--- src/rtl/button_event_decoder.sv ---
// button_event_decoder: turns a debounced button level into single-cycle
// press / release / click / double-click / long-press / auto-repeat pulses.
module button_event_decoder #(
  parameter int unsigned LONG_PRESS_CNT       = 50_000_000,
  parameter int unsigned DOUBLE_CLICK_GAP_CNT = 15_000_000,
  parameter int unsigned REPEAT_CNT           = 10_000_000
) (
  input  logic clk,
  input  logic reset,
  input  logic btn_level,
  output logic press_pulse,
  output logic release_pulse,
  output logic click,
  output logic double_click,
  output logic long_press,
  output logic repeat_pulse
);

  localparam int unsigned HW = $clog2(LONG_PRESS_CNT + 1);
  localparam int unsigned GW = $clog2(DOUBLE_CLICK_GAP_CNT + 1);
  localparam int unsigned RW = $clog2(REPEAT_CNT + 1);

  localparam logic [HW-1:0] HOLD_MAX = HW'(LONG_PRESS_CNT);
  localparam logic [GW-1:0] GAP_MAX  = GW'(DOUBLE_CLICK_GAP_CNT);
  localparam logic [RW-1:0] REP_MAX  = RW'(REPEAT_CNT);

  localparam logic [2:0] S_IDLE      = 3'd0;
  localparam logic [2:0] S_PRESSED   = 3'd1;
  localparam logic [2:0] S_LONG_HELD = 3'd2;
  localparam logic [2:0] S_WAIT_GAP  = 3'd3;
  localparam logic [2:0] S_SECOND    = 3'd4;

  logic          prev_q, prev_d;
  logic [2:0]    state_q, state_d;
  logic [HW-1:0] hold_q, hold_d, hold_inc;
  logic [GW-1:0] gap_q, gap_d, gap_inc;
  logic [RW-1:0] rep_q, rep_d, rep_inc;
  logic          press_q, press_d;
  logic          release_q, release_d;
  logic          click_q, click_d;
  logic          dbl_q, dbl_d;
  logic          long_q, long_d;
  logic          rep_pulse_q, rep_pulse_d;

  // Edge detection plus the press-sequence FSM; every event is decided from
  // the current sample and registered on the same edge.
  always_comb begin
    prev_d      = btn_level;
    state_d     = state_q;
    hold_d      = hold_q;
    gap_d       = gap_q;
    rep_d       = rep_q;
    press_d     = btn_level & ~prev_q;
    release_d   = ~btn_level & prev_q;
    click_d     = 1'b0;
    dbl_d       = 1'b0;
    long_d      = 1'b0;
    rep_pulse_d = 1'b0;

    // Saturating increments
    hold_inc = (hold_q == HOLD_MAX) ? hold_q : hold_q + 1'b1;
    gap_inc  = (gap_q  == GAP_MAX)  ? gap_q  : gap_q  + 1'b1;
    rep_inc  = (rep_q  == REP_MAX)  ? rep_q  : rep_q  + 1'b1;

    case (state_q)
      S_IDLE: begin
        if (btn_level && !prev_q) begin
          state_d = S_PRESSED;
          hold_d  = HW'(1);
        end
      end
      S_PRESSED: begin
        if (btn_level) begin
          if (hold_inc == HOLD_MAX) begin
            long_d  = 1'b1;
            state_d = S_LONG_HELD;
            rep_d   = '0;
          end
          hold_d = hold_inc;
        end else begin
          state_d = S_WAIT_GAP;
          gap_d   = GW'(1);
        end
      end
      S_LONG_HELD: begin
        if (btn_level) begin
          if (rep_inc == REP_MAX) begin
            rep_pulse_d = 1'b1;
            rep_d       = '0;
          end else begin
            rep_d = rep_inc;
          end
        end else begin
          state_d = S_IDLE;
        end
      end
      S_WAIT_GAP: begin
        if (btn_level) begin
          state_d = S_SECOND;
          hold_d  = HW'(1);
        end else if (gap_inc == GAP_MAX) begin
          click_d = 1'b1;
          state_d = S_IDLE;
          gap_d   = gap_inc;
        end else begin
          gap_d = gap_inc;
        end
      end
      S_SECOND: begin
        if (btn_level) begin
          // The first press still counts as a click when the second becomes a long press
          if (hold_inc == HOLD_MAX) begin
            click_d = 1'b1;
            long_d  = 1'b1;
            state_d = S_LONG_HELD;
            rep_d   = '0;
          end
          hold_d = hold_inc;
        end else begin
          dbl_d   = 1'b1;
          state_d = S_IDLE;
        end
      end
      default: state_d = S_IDLE;
    endcase
  end

  // State and output registers with synchronous reset
  always_ff @(posedge clk) begin
    if (reset) begin
      prev_q      <= 1'b0;
      state_q     <= S_IDLE;
      hold_q      <= '0;
      gap_q       <= '0;
      rep_q       <= '0;
      press_q     <= 1'b0;
      release_q   <= 1'b0;
      click_q     <= 1'b0;
      dbl_q       <= 1'b0;
      long_q      <= 1'b0;
      rep_pulse_q <= 1'b0;
    end else begin
      prev_q      <= prev_d;
      state_q     <= state_d;
      hold_q      <= hold_d;
      gap_q       <= gap_d;
      rep_q       <= rep_d;
      press_q     <= press_d;
      release_q   <= release_d;
      click_q     <= click_d;
      dbl_q       <= dbl_d;
      long_q      <= long_d;
      rep_pulse_q <= rep_pulse_d;
    end
  end

  assign press_pulse   = press_q;
  assign release_pulse = release_q;
  assign click         = click_q;
  assign double_click  = dbl_q;
  assign long_press    = long_q;
  assign repeat_pulse  = rep_pulse_q;

endmodule

--- config.mk ---
export PLATFORM = sky130hd
export DESIGN_NAME = button_event_decoder
export DESIGN_NICKNAME = d
export VERILOG_FILES = /design/src/rtl/button_event_decoder.sv
export SDC_FILE = /design/constraint.sdc
export NUM_CORES = 1
export LEC_CHECK = 0
export ABC_AREA = 1
export CORE_ASPECT_RATIO = 1.4
export CORE_MARGIN = 1
export CORE_UTILIZATION = 40
export DETAILED_ROUTE_END_ITERATION = 12
export PLACE_DENSITY = 0.55
export SLEW_MARGIN = 20
export SYNTH_ARGS = -nofsm -noshare
export SYNTH_HDL_FRONTEND = slang
export SYNTH_SLANG_ARGS = --single-unit
--- constraint.sdc ---
create_clock -name clk -period 2.75 [get_ports clk]
set_input_delay 0.55 -clock clk [delete_from_list [all_inputs] [get_ports clk]]
set_output_delay 0.55 -clock clk [all_outputs]
set_load 0.02 [all_outputs]
==> results.tsv, run 1 <==
metric	value	unit
first-pass GRT wire length	31.0	mm
worst slew pin tran	0.760	ns
synthesized cell area	6260	um2
most frequent cells in the layout	nand2_1 (342), nor2_1 (154), inv_1 (129), nand3_1 (87), dfxtp_1 (84)	
Syn Nets	1083	
Slew HR	49.3	%
Clock Skews	0.00661	ns
Power Dens Cells	428	nW/um2
peak supply drop	283	uV
DR iter-0 viols	334	
CTS clock-pin slew for the worst setup and hold paths	0.07	ns
critical path cell sequence	nand2_1 > nor2_1 > nand2_1 > nor2_1 > nand3_1 > nand2_1 > nand2_1 > nor2_1 > nand3_1 > nor2_2 > nand3_4 > buf_6 > nand3_2 > a21oi_2	
Final Critical Period	2.44	ns
DP HPWL	14.7	mm
total number of vias	6559	
CP Max Fanout	24	
Skew-Pair Late Insertion Delay	0.36	ns
final wirelength	18.7	mm
DR pass1 iterations	4	
die area	16200	um2
remaining routing DRC violations	0	
Avg Inst Size Synth	5.83	um2
Final Max Slew Viols	0	
YS warnings	0	
Post-synth EDFFs	0	
Die W	108	um
largest net degree at the start of global routing	45	
total global routing overflow	0	
Post-DP Area	6660	um2
crit path buf inv count	1	
Pleak	2.56	nW
average wire per standard cell	14.6	um
FMAX	0.409	GHz
ys flop type	dfxtp_1	
Final Hold Vio Count	0	
Starting Density	41.3	%
setup repair bufs after CTS	0	
CTS buffer count	9	
setup TNS	0	ns
biggest area consumer among synthesized cells	dfxtp_1	
CP top delay family	simple AND/OR/NAND/NOR gates	
via/cell ratio	5.10	
area share of the largest cell type after synthesis	26.8	%
Post-synth ARST share	0	%
FP Rows	53	
CP most frequent cell	nand2_1	
IO Port Bufs	8	
fraction of layout cells with a size suffix above 1	9.04	%
clk root buf	clkbuf_16	
WP data required	2.96	ns
Synth cell types	39	
Nets	1099	
Setup-failing EPs final	0	
synthesized instance count	1074	
Final GP Congestion	0.914	
Final ANT Viol Nets	0	
total power	2.98	mW
commonest non-fill, non-tap cell in the layout	nand2_1	
die height	150	um
status	finished clean	
worst setup path class	flop to flop	
Post-Place Setup Slack	0.203	ns
vias in the first global route	6352	
io pins	9	
number of synthesized register bits	84	
RSZ-0062 raised after global routing	false	
design area	6970	um2
Min-Delay Path Class	flop to flop	
antenna violations before repair	0	
Final period util	88.8	%
crit start category	flop	
Setup crit end kind	flop	
TritonCTS clock tree	done	
cts hold-fix bufs	0	
crit path DAT	2.66	ns
ant diodes	0	
Final Util	45.9	%
CP max-delay cell	dfxtp_1	
CORE AREA	15200	um2
ranking of synthesized cells by area	dfxtp_1 (27%), nand2_1 (20%), nor2_1 (9.5%)	
post-cts sizing count	0	
CTS sink cnt	84	
setup ws final	0.307	ns
MaxCap Viol Count	0	
Seq/Total Area, Yosys	26.8	%
Layout area overhead	11.2	%
Total GRT Usage	24.6	%
Max clock buf depth	2	
H-tree depth	3	
crit-path max cell delay	0.40	ns
[flip-flops by register name (all words and copies together), names as in the netlist]
signal and cells:
click 1, double_click 1, gap_q 24, hold_q 26
long_press 1, press_pulse 1, prev_q 1, release_pulse 1
rep_q 24, repeat_pulse 1, state_q 3
[cells in the mapped netlist (all sizes together) (2+ instances only)]
cell      n
nor3     31
nand4    31
nor2    167
xor2     26
nand3b    2
dfxtp    84
a21oi    78
ha        6
or2       7
nand3   110
o21ai    12
nor4      2
xnor2     4
buf       5
nand2   344
o21bai    2
clkbuf   23
inv     134
[worst paths after layout]
kind                           startpoint                      to  slack [ns]  cells after the start
setup / recovery  hold_q[13]$_SDFFE_PP0P_  rep_q[19]$_SDFFE_PP0P_        0.31                     14
hold / removal          prev_q$_SDFF_PP0_  press_pulse$_SDFF_PP0_        0.42                      1
setup reg to reg  hold_q[13]$_SDFFE_PP0P_  rep_q[19]$_SDFFE_PP0P_        0.31                     14
hold reg to reg         prev_q$_SDFF_PP0_  press_pulse$_SDFF_PP0_        0.42                      1
[metrics by stage]
step	hold slack, ns	cells
finish	0.419	1287
global route	0.442	1287
CTS	0.422	1287
detailed placement	0.411	1271
global placement	0.410	1271
floorplan	0.401	1074
[area by class of cell]
class,instances,area (um2)
Timing Repair Buffer,33,279
Clock inverter,7,65.1
Clock buffer,9,225
Sequential cell,84,1680
Multi-Input combinational cell,828,3970
Inverter,134,503
Fill cell,1689,8220
Tap cell,192,240
[kinds of logic (layout without fill, tap and decap cells)]
kind of cell             after synthesis  after routing  share of synthesized area (%)
buffers and inverters                162            183                           10.0
AND/OR/NAND/NOR                      694            694                           49.3
XOR/XNOR                              30             30                           4.31
adder cells (fa/ha/maj)                6              6                           1.20
AO/OA/AOI/OAI                         98             98                           8.31
flip-flops                            84             84                           26.8
[per-layer routing]
metal | wire length [um] | vias up | GRT usage (%)
met2 | 9740 | 103 | 45.6
met1 | 7920 | 2967 | 27.2
met3 | 351 | 46 | 2.57
met4 | 726 | 0 | 12.7
met5 | 0 | - | 0
li1 | - | 3443 | -
[power breakdown]
group | total, mW | switching [mW] | internal (mW) | leakage (nW)
logic | 0.483 | 0.345 | 0.139 | 1.75
clock network | 1.24 | 0.601 | 0.635 | 0.134
registers | 1.26 | 0.0220 | 1.24 | 0.678
total | 2.98 | 0.968 | 2.01 | 2.56
(Power assumes the default switching activity.)
==> run 2: changes to the inputs <==
--- a/config.mk
+++ b/config.mk
@@ -10,7 +10,8 @@
 export CORE_MARGIN = 1
 export CORE_UTILIZATION = 40
 export DETAILED_ROUTE_END_ITERATION = 12
-export PLACE_DENSITY = 0.55
+export GPL_TIMING_DRIVEN = 0
+export PLACE_DENSITY = 0.63
 export SLEW_MARGIN = 20
 export SYNTH_ARGS = -nofsm -noshare
 export SYNTH_HDL_FRONTEND = slang
==> run 2 against run 1 <==
Compared with the run above:
- clock power grew 9%
- via count increased by 1.1%
- final cell count unchanged
- total power grew 3.7%
- non-clock buffer count grew 1
- critical path depth grew 1
- count of clock-buffer cells in the layout increased by 1
- die area is the same
- sequential power hardly changed
- setup slack got worse by 0.11 ns
- maximum frequency shrank 4.2%
- highest routed layer unchanged
==> results.tsv, run 2 (synthesized netlist as in run 1, its figures left out) <==
metric	value	unit
via/cell ratio	5.15	
CTS clock-pin slew for the worst setup and hold paths	0.06	ns
total power	3.09	mW
Register-to-Register Path Depth	15	
Post-DP Area	6570	um2
R2R setup slack	0.20	ns
total global routing overflow	0	
die height	150	um
CP Max Fanout	10	
worst setup path class	flop to flop	
antenna violations before repair	0	
Total GRT Usage	24.6	%
IO Port Bufs	6	
MaxCap Viol Count	0	
worst slew pin tran	0.732	ns
DR pass1 iterations	5	
Top reg by flops	hold_q	
peak supply drop	207	uV
Starting Density	41.3	%
crit path DAT	2.76	ns
WP data required	2.96	ns
CP max-delay cell	dfxtp_1	
crit start category	flop	
r2r endpoint	rep_q[15]$_SDFFE_PP0P_	
H-tree depth	3	
CORE AREA	15200	um2
register cell area after layout	1690	um2
Slew HR	51.0	%
vias in the first global route	6317	
crit-path max cell delay	0.42	ns
io pins	9	
Critical Path Start	hold_q[1]$_SDFFE_PP0P_	
FP Rows	53	
Clock Skews	0.0154	ns
clk root buf	clkbuf_16	
Nets	1100	
DP HPWL	15.1	mm
Max clock buf depth	2	
Final GP Congestion	0.996	
first-pass GRT wire length	30.5	mm
Power Dens Cells	445	nW/um2
CTS sink cnt	84	
TritonCTS clock tree	done	
CP most frequent cell	nand2_1	
design area	6940	um2
Reg-to-Reg Start	hold_q[1]$_SDFFE_PP0P_	
Final Hold Vio Count	0	
DR iter-0 viols	421	
RSZ-0062 raised after global routing	false	
remaining routing DRC violations	0	
Final Util	45.7	%
Die W	108	um
Regs by FF count	hold_q x26, gap_q x24, rep_q x24	
fraction of layout cells with a size suffix above 1	7.40	%
fillers	1644	
Setup-failing EPs final	0	
average wire per standard cell	14.6	um
Final Max Slew Viols	0	
Pleak	2.50	nW
Min-Delay Path Class	flop to flop	
Largest register FFs	26	
commonest non-fill, non-tap cell in the layout	nand2_1	
total number of vias	6634	
Layout area overhead	10.8	%
most frequent cells in the layout	nand2_1 (342), nor2_1 (155), inv_1 (129), nand3_1 (87), dfxtp_1 (82)	
DP Cell Count	1272	
CTS buffer count	9	
Setup crit end kind	flop	
final wirelength	18.9	mm
Finished Layout Cells	1287	
Skew-Pair Late Insertion Delay	0.36	ns
die area	16200	um2
largest net degree at the start of global routing	15	
status	finished clean	
area occupied by multi-input gates	4000	um2
Final ANT Viol Nets	0	
ant diodes	0	
Final Critical Period	2.55	ns
setup repair bufs after CTS	0	
Critical Path Sink	rep_q[15]$_SDFFE_PP0P_	
critical path cell sequence	ha_1 > nand2_1 > nor2_2 > nand3_1 > inv_1 > nand2_1 > nand2_1 > nand2_1 > nor2_1 > nand3_1 > nor2_4 > nand3_4 > buf_6 > nand3_2 > a21oi_1	
FMAX	0.392	GHz
Final period util	92.7	%
final hold slack	0.421	ns
run 2: cell count changes in the layout (fill, tap and decap cells not counted), moves of 2 or more:
cell,previous run,this run
buf_2,1,3
nor2_4,4,6
bufinv_16,0,2
buf_4,23,0
inv_8,3,0
clkinvlp_4,3,1
clkbuf_1,0,22
nor2_2,8,5
dfxtp_1,84,82
run 2: worst min-delay path by stage:
stage	startpoint	endpoint	slack (ns)	depth (start not counted)
floorplan	prev_q$_SDFF_PP0_	press_pulse$_SDFF_PP0_	0.40	1
global placement	prev_q$_SDFF_PP0_	press_pulse$_SDFF_PP0_	0.41	1
detailed placement	prev_q$_SDFF_PP0_	press_pulse$_SDFF_PP0_	0.42	1
CTS	prev_q$_SDFF_PP0_	press_pulse$_SDFF_PP0_	0.42	1
global route	prev_q$_SDFF_PP0_	press_pulse$_SDFF_PP0_	0.46	1
finish	prev_q$_SDFF_PP0_	press_pulse$_SDFF_PP0_	0.42	1
run 2: cell type report:
cell class / count / share of cell area, %
flip-flops and latches: 84 / 24.3
repair buffers: 6 / 0.865
inverters: 134 / 7.28
well taps: 192 / 3.46
multi-input cells: 828 / 57.6
clock inverters: 5 / 1.23
plain buffers: 28 / 1.80
clock buffers: 10 / 3.44
run 2: power breakdown:
part | switching, mW | leakage (nW) | total, mW | internal [mW]
combinational | 0.350 | 1.67 | 0.459 | 0.109
sequential | 0.0382 | 0.679 | 1.28 | 1.24
clock | 0.529 | 0.155 | 1.35 | 0.820
total | 0.917 | 2.50 | 3.09 | 2.17
run 2: repair_timing:
item | in CTS | in global routing
hold buffers | 0 | 0
setup endpoints to repair | 22 | 28
hold endpoints to repair | 0 | 0
gates resized for setup | 2 | 12
run 2: per-stage QoR:
stage	worst slack [ns]	setup TNS, ns
global placement	-0.0538	-0.927
detailed placement	-0.0667	-1.16
finish	0.200	0
floorplan	0.615	0
global route	0.0481	0
CTS	0.0531	0
run 2: routing by layer:
layer / routed length [um] / vias to the layer above / global-route usage [%] / part of all wire, %
li1: - / 3450 / - / -
met5: 0 / - / 0 / 0
met2: 9810 / 127 / 46.3 / 52
met4: 931 / 0 / 15.5 / 4.9
met3: 603 / 52 / 2.66 / 3.2
met1: 7510 / 3005 / 25.6 / 40
run 2: worst max-delay path: cells and delay by family (launching register included):
family | cells | cell delay, ns
compound gates | 1 | 0.06
fa+ha+maj | 1 | 0.25
buf+inv | 2 | 0.31
flops | 1 | 0.42
simple gates | 11 | 1.35
==> run 3: changes to the inputs <==
--- a/config.mk
+++ b/config.mk
@@ -9,9 +9,10 @@
 export CORE_ASPECT_RATIO = 1.4
 export CORE_MARGIN = 1
 export CORE_UTILIZATION = 40
+export CTS_BUF_LIST = sky130_fd_sc_hd__clkbuf_2
 export DETAILED_ROUTE_END_ITERATION = 12
 export GPL_TIMING_DRIVEN = 0
-export PLACE_DENSITY = 0.63
+export PLACE_DENSITY = 0.65
 export SLEW_MARGIN = 20
 export SYNTH_ARGS = -nofsm -noshare
 export SYNTH_HDL_FRONTEND = slang
==> constraint.sdc (replaced) <==
create_clock -name clk -period 2.1 [get_ports clk]
set_input_delay 0.42 -clock clk [delete_from_list [all_inputs] [get_ports clk]]
set_output_delay 0.42 -clock clk [all_outputs]
set_load 0.02 [all_outputs]
==> run 3 against run 2 <==
Compared with the run above:
- the run now ends with setup timing left
- wire length rose by 2.6%
- largest power group is now sequential cells
- global-route usage rose by 0.51 points
- critical endpoint unchanged
- count of clock-buffer cells in the layout fell by 1
- highest routed layer is now met5
==> results.tsv, run 3 (synthesized netlist as in run 1, its figures left out) <==
metric	value	unit
final hold slack	0.281	ns
total number of vias	6848	
worst slew pin tran	0.671	ns
commonest non-fill, non-tap cell in the layout	nand2_1	
RSZ-0062 raised after global routing	true	
Die W	108	um
Setup crit end kind	flop	
power share of the clock group	30.5	%
Post-DP Area	6570	um2
average wire per standard cell	14.8	um
Final Hold Vio Count	0	
most frequent cells in the layout	nand2_1 (333), inv_1 (123), nor2_1 (121), nand3_1 (76), a21oi_1 (72)	
status	complete, but fails checks	
Final GP Congestion	0.987	
Total GRT Usage	25.1	%
Largest register FFs	26	
final wirelength	19.4	mm
Starting Density	41.3	%
H-tree depth	3	
Final Max Slew Viols	0	
Clock Skews	0.0537	ns
die area	16200	um2
DR iter-0 viols	433	
failing checks	setup timing	
Top reg by flops	hold_q	
total global routing overflow	0	
design area	7360	um2
Skew-Pair Late Insertion Delay	0.64	ns
internal power	2.25	mW
CTS sink cnt	84	
Final period util	110	%
Min-Delay Path Class	input pin to flop	
sw frac	35.1	%
Nets	1116	
Pleak	2.63	nW
via/cell ratio	5.25	
CTS buffer count	9	
IO Port Bufs	6	
worst setup path class	flop to flop	
Max clock buf depth	2	
FMAX	0.433	GHz
peak supply drop	321	uV
Regs by FF count	hold_q x26, gap_q x24, rep_q x24	
DR pass1 iterations	6	
setup ws final	-0.208	ns
antenna violations before repair	2	
Final ANT Viol Nets	0	
first-pass GRT wire length	31.7	mm
crit start category	flop	
crit path DAT	2.81	ns
Power Dens Cells	471	nW/um2
die height	150	um
Slew HR	55.3	%
clk root buf	clkbuf_2	
TritonCTS clock tree	done	
sw power	1.21	mW
setup TNS	-4.68	ns
MaxCap Viol Count	0	
cts hold-fix bufs	0	
CTS clock-pin slew for the worst setup and hold paths	0.28	ns
FP Rows	53	
fraction of layout cells with a size suffix above 1	20.1	%
WP data required	2.61	ns
fillers	1611	
largest net degree at the start of global routing	16	
remaining routing DRC violations	0	
DP HPWL	14.8	mm
part of the power in combinational logic	21.1	%
Final Util	48.5	%
io pins	9	
Final Critical Period	2.31	ns
register share of total power	48.3	%
Layout area overhead	17.5	%
CP Max Fanout	10	
CORE AREA	15200	um2
vias in the first global route	6714	
Setup-failing EPs final	30	
[run 3: critical path, stage by stage (launching register included)]
cell and delay, ns:
dfxtp_4 0.45, inv_4 0.11, ha_1 0.19, inv_1 0.06, nor2_2 0.12, nand2_1 0.06
nor2_1 0.12, nand3_1 0.10, nand2_2 0.08, nand2_1 0.05, nor2_1 0.11, nand3_2 0.12
nor2_4 0.15, nand3_4 0.14, buf_8 0.18, nand3_2 0.05, a21oi_1 0.06
[run 3: power groups by stage]
stage	Combinational (mW)	Sequential, mW	Clock [mW]
after floorplan	0.422	1.69	0
after global placement	0.585	1.70	0
after detailed placement	0.586	1.70	0
after CTS	0.680	1.68	1.09
after global routing	0.807	1.68	1.16
final	0.732	1.67	1.06
[run 3: worst paths after layout]
path | startpoint | to | slack [ns] | cells after the start
worst min register to register | prev_q$_SDFF_PP0_ | press_pulse$_SDFF_PP0_ | 0.45 | 1
worst max-delay path | hold_q[0]$_SDFFE_PP0P_ | rep_q[15]$_SDFFE_PP0P_ | -0.21 | 16
worst max register to register | hold_q[0]$_SDFFE_PP0P_ | rep_q[15]$_SDFFE_PP0P_ | -0.21 | 16
worst min-delay path | reset | prev_q$_SDFF_PP0_ | 0.28 | 2
[run 3: metrics by stage]
stage	setup slack (ns)	power [mW]	instances
floorplan	0.0303	2.11	1074
global placement	-0.586	2.29	1272
detailed placement	-0.588	2.29	1272
CTS	-0.191	3.44	1300
global route	-0.325	3.64	1305
finish	-0.208	3.46	1305
[run 3: timing repair]
item	CTS	global route
setup buffers	13	4
setup endpoints to repair	65	77
gates resized for setup	90	90
pin swaps	16	22
hold endpoints to repair	0	0
[run 3: routing by layer]
layer  global-route usage (%)  vias up  routed length, um
met5                        0        -                 10
met4                     15.0        2                942
met3                     3.70       70                647
met2                     44.9      160               9880
met1                     27.9     3137               7870
li1                         -     3479                  -
[run 3: cell type report]
type	instances	area, um2	area share (%)
buffer	27	143	1.94
clock buffer	9	45.0	0.612
inverter	134	505	6.87
tap	192	240	3.26
multi-input combinational	828	4370	59.3
clock inverter	7	97.6	1.33
antenna	1	2.50	0.0340
timing repair buffer	23	200	2.72
sequential	84	1760	23.9
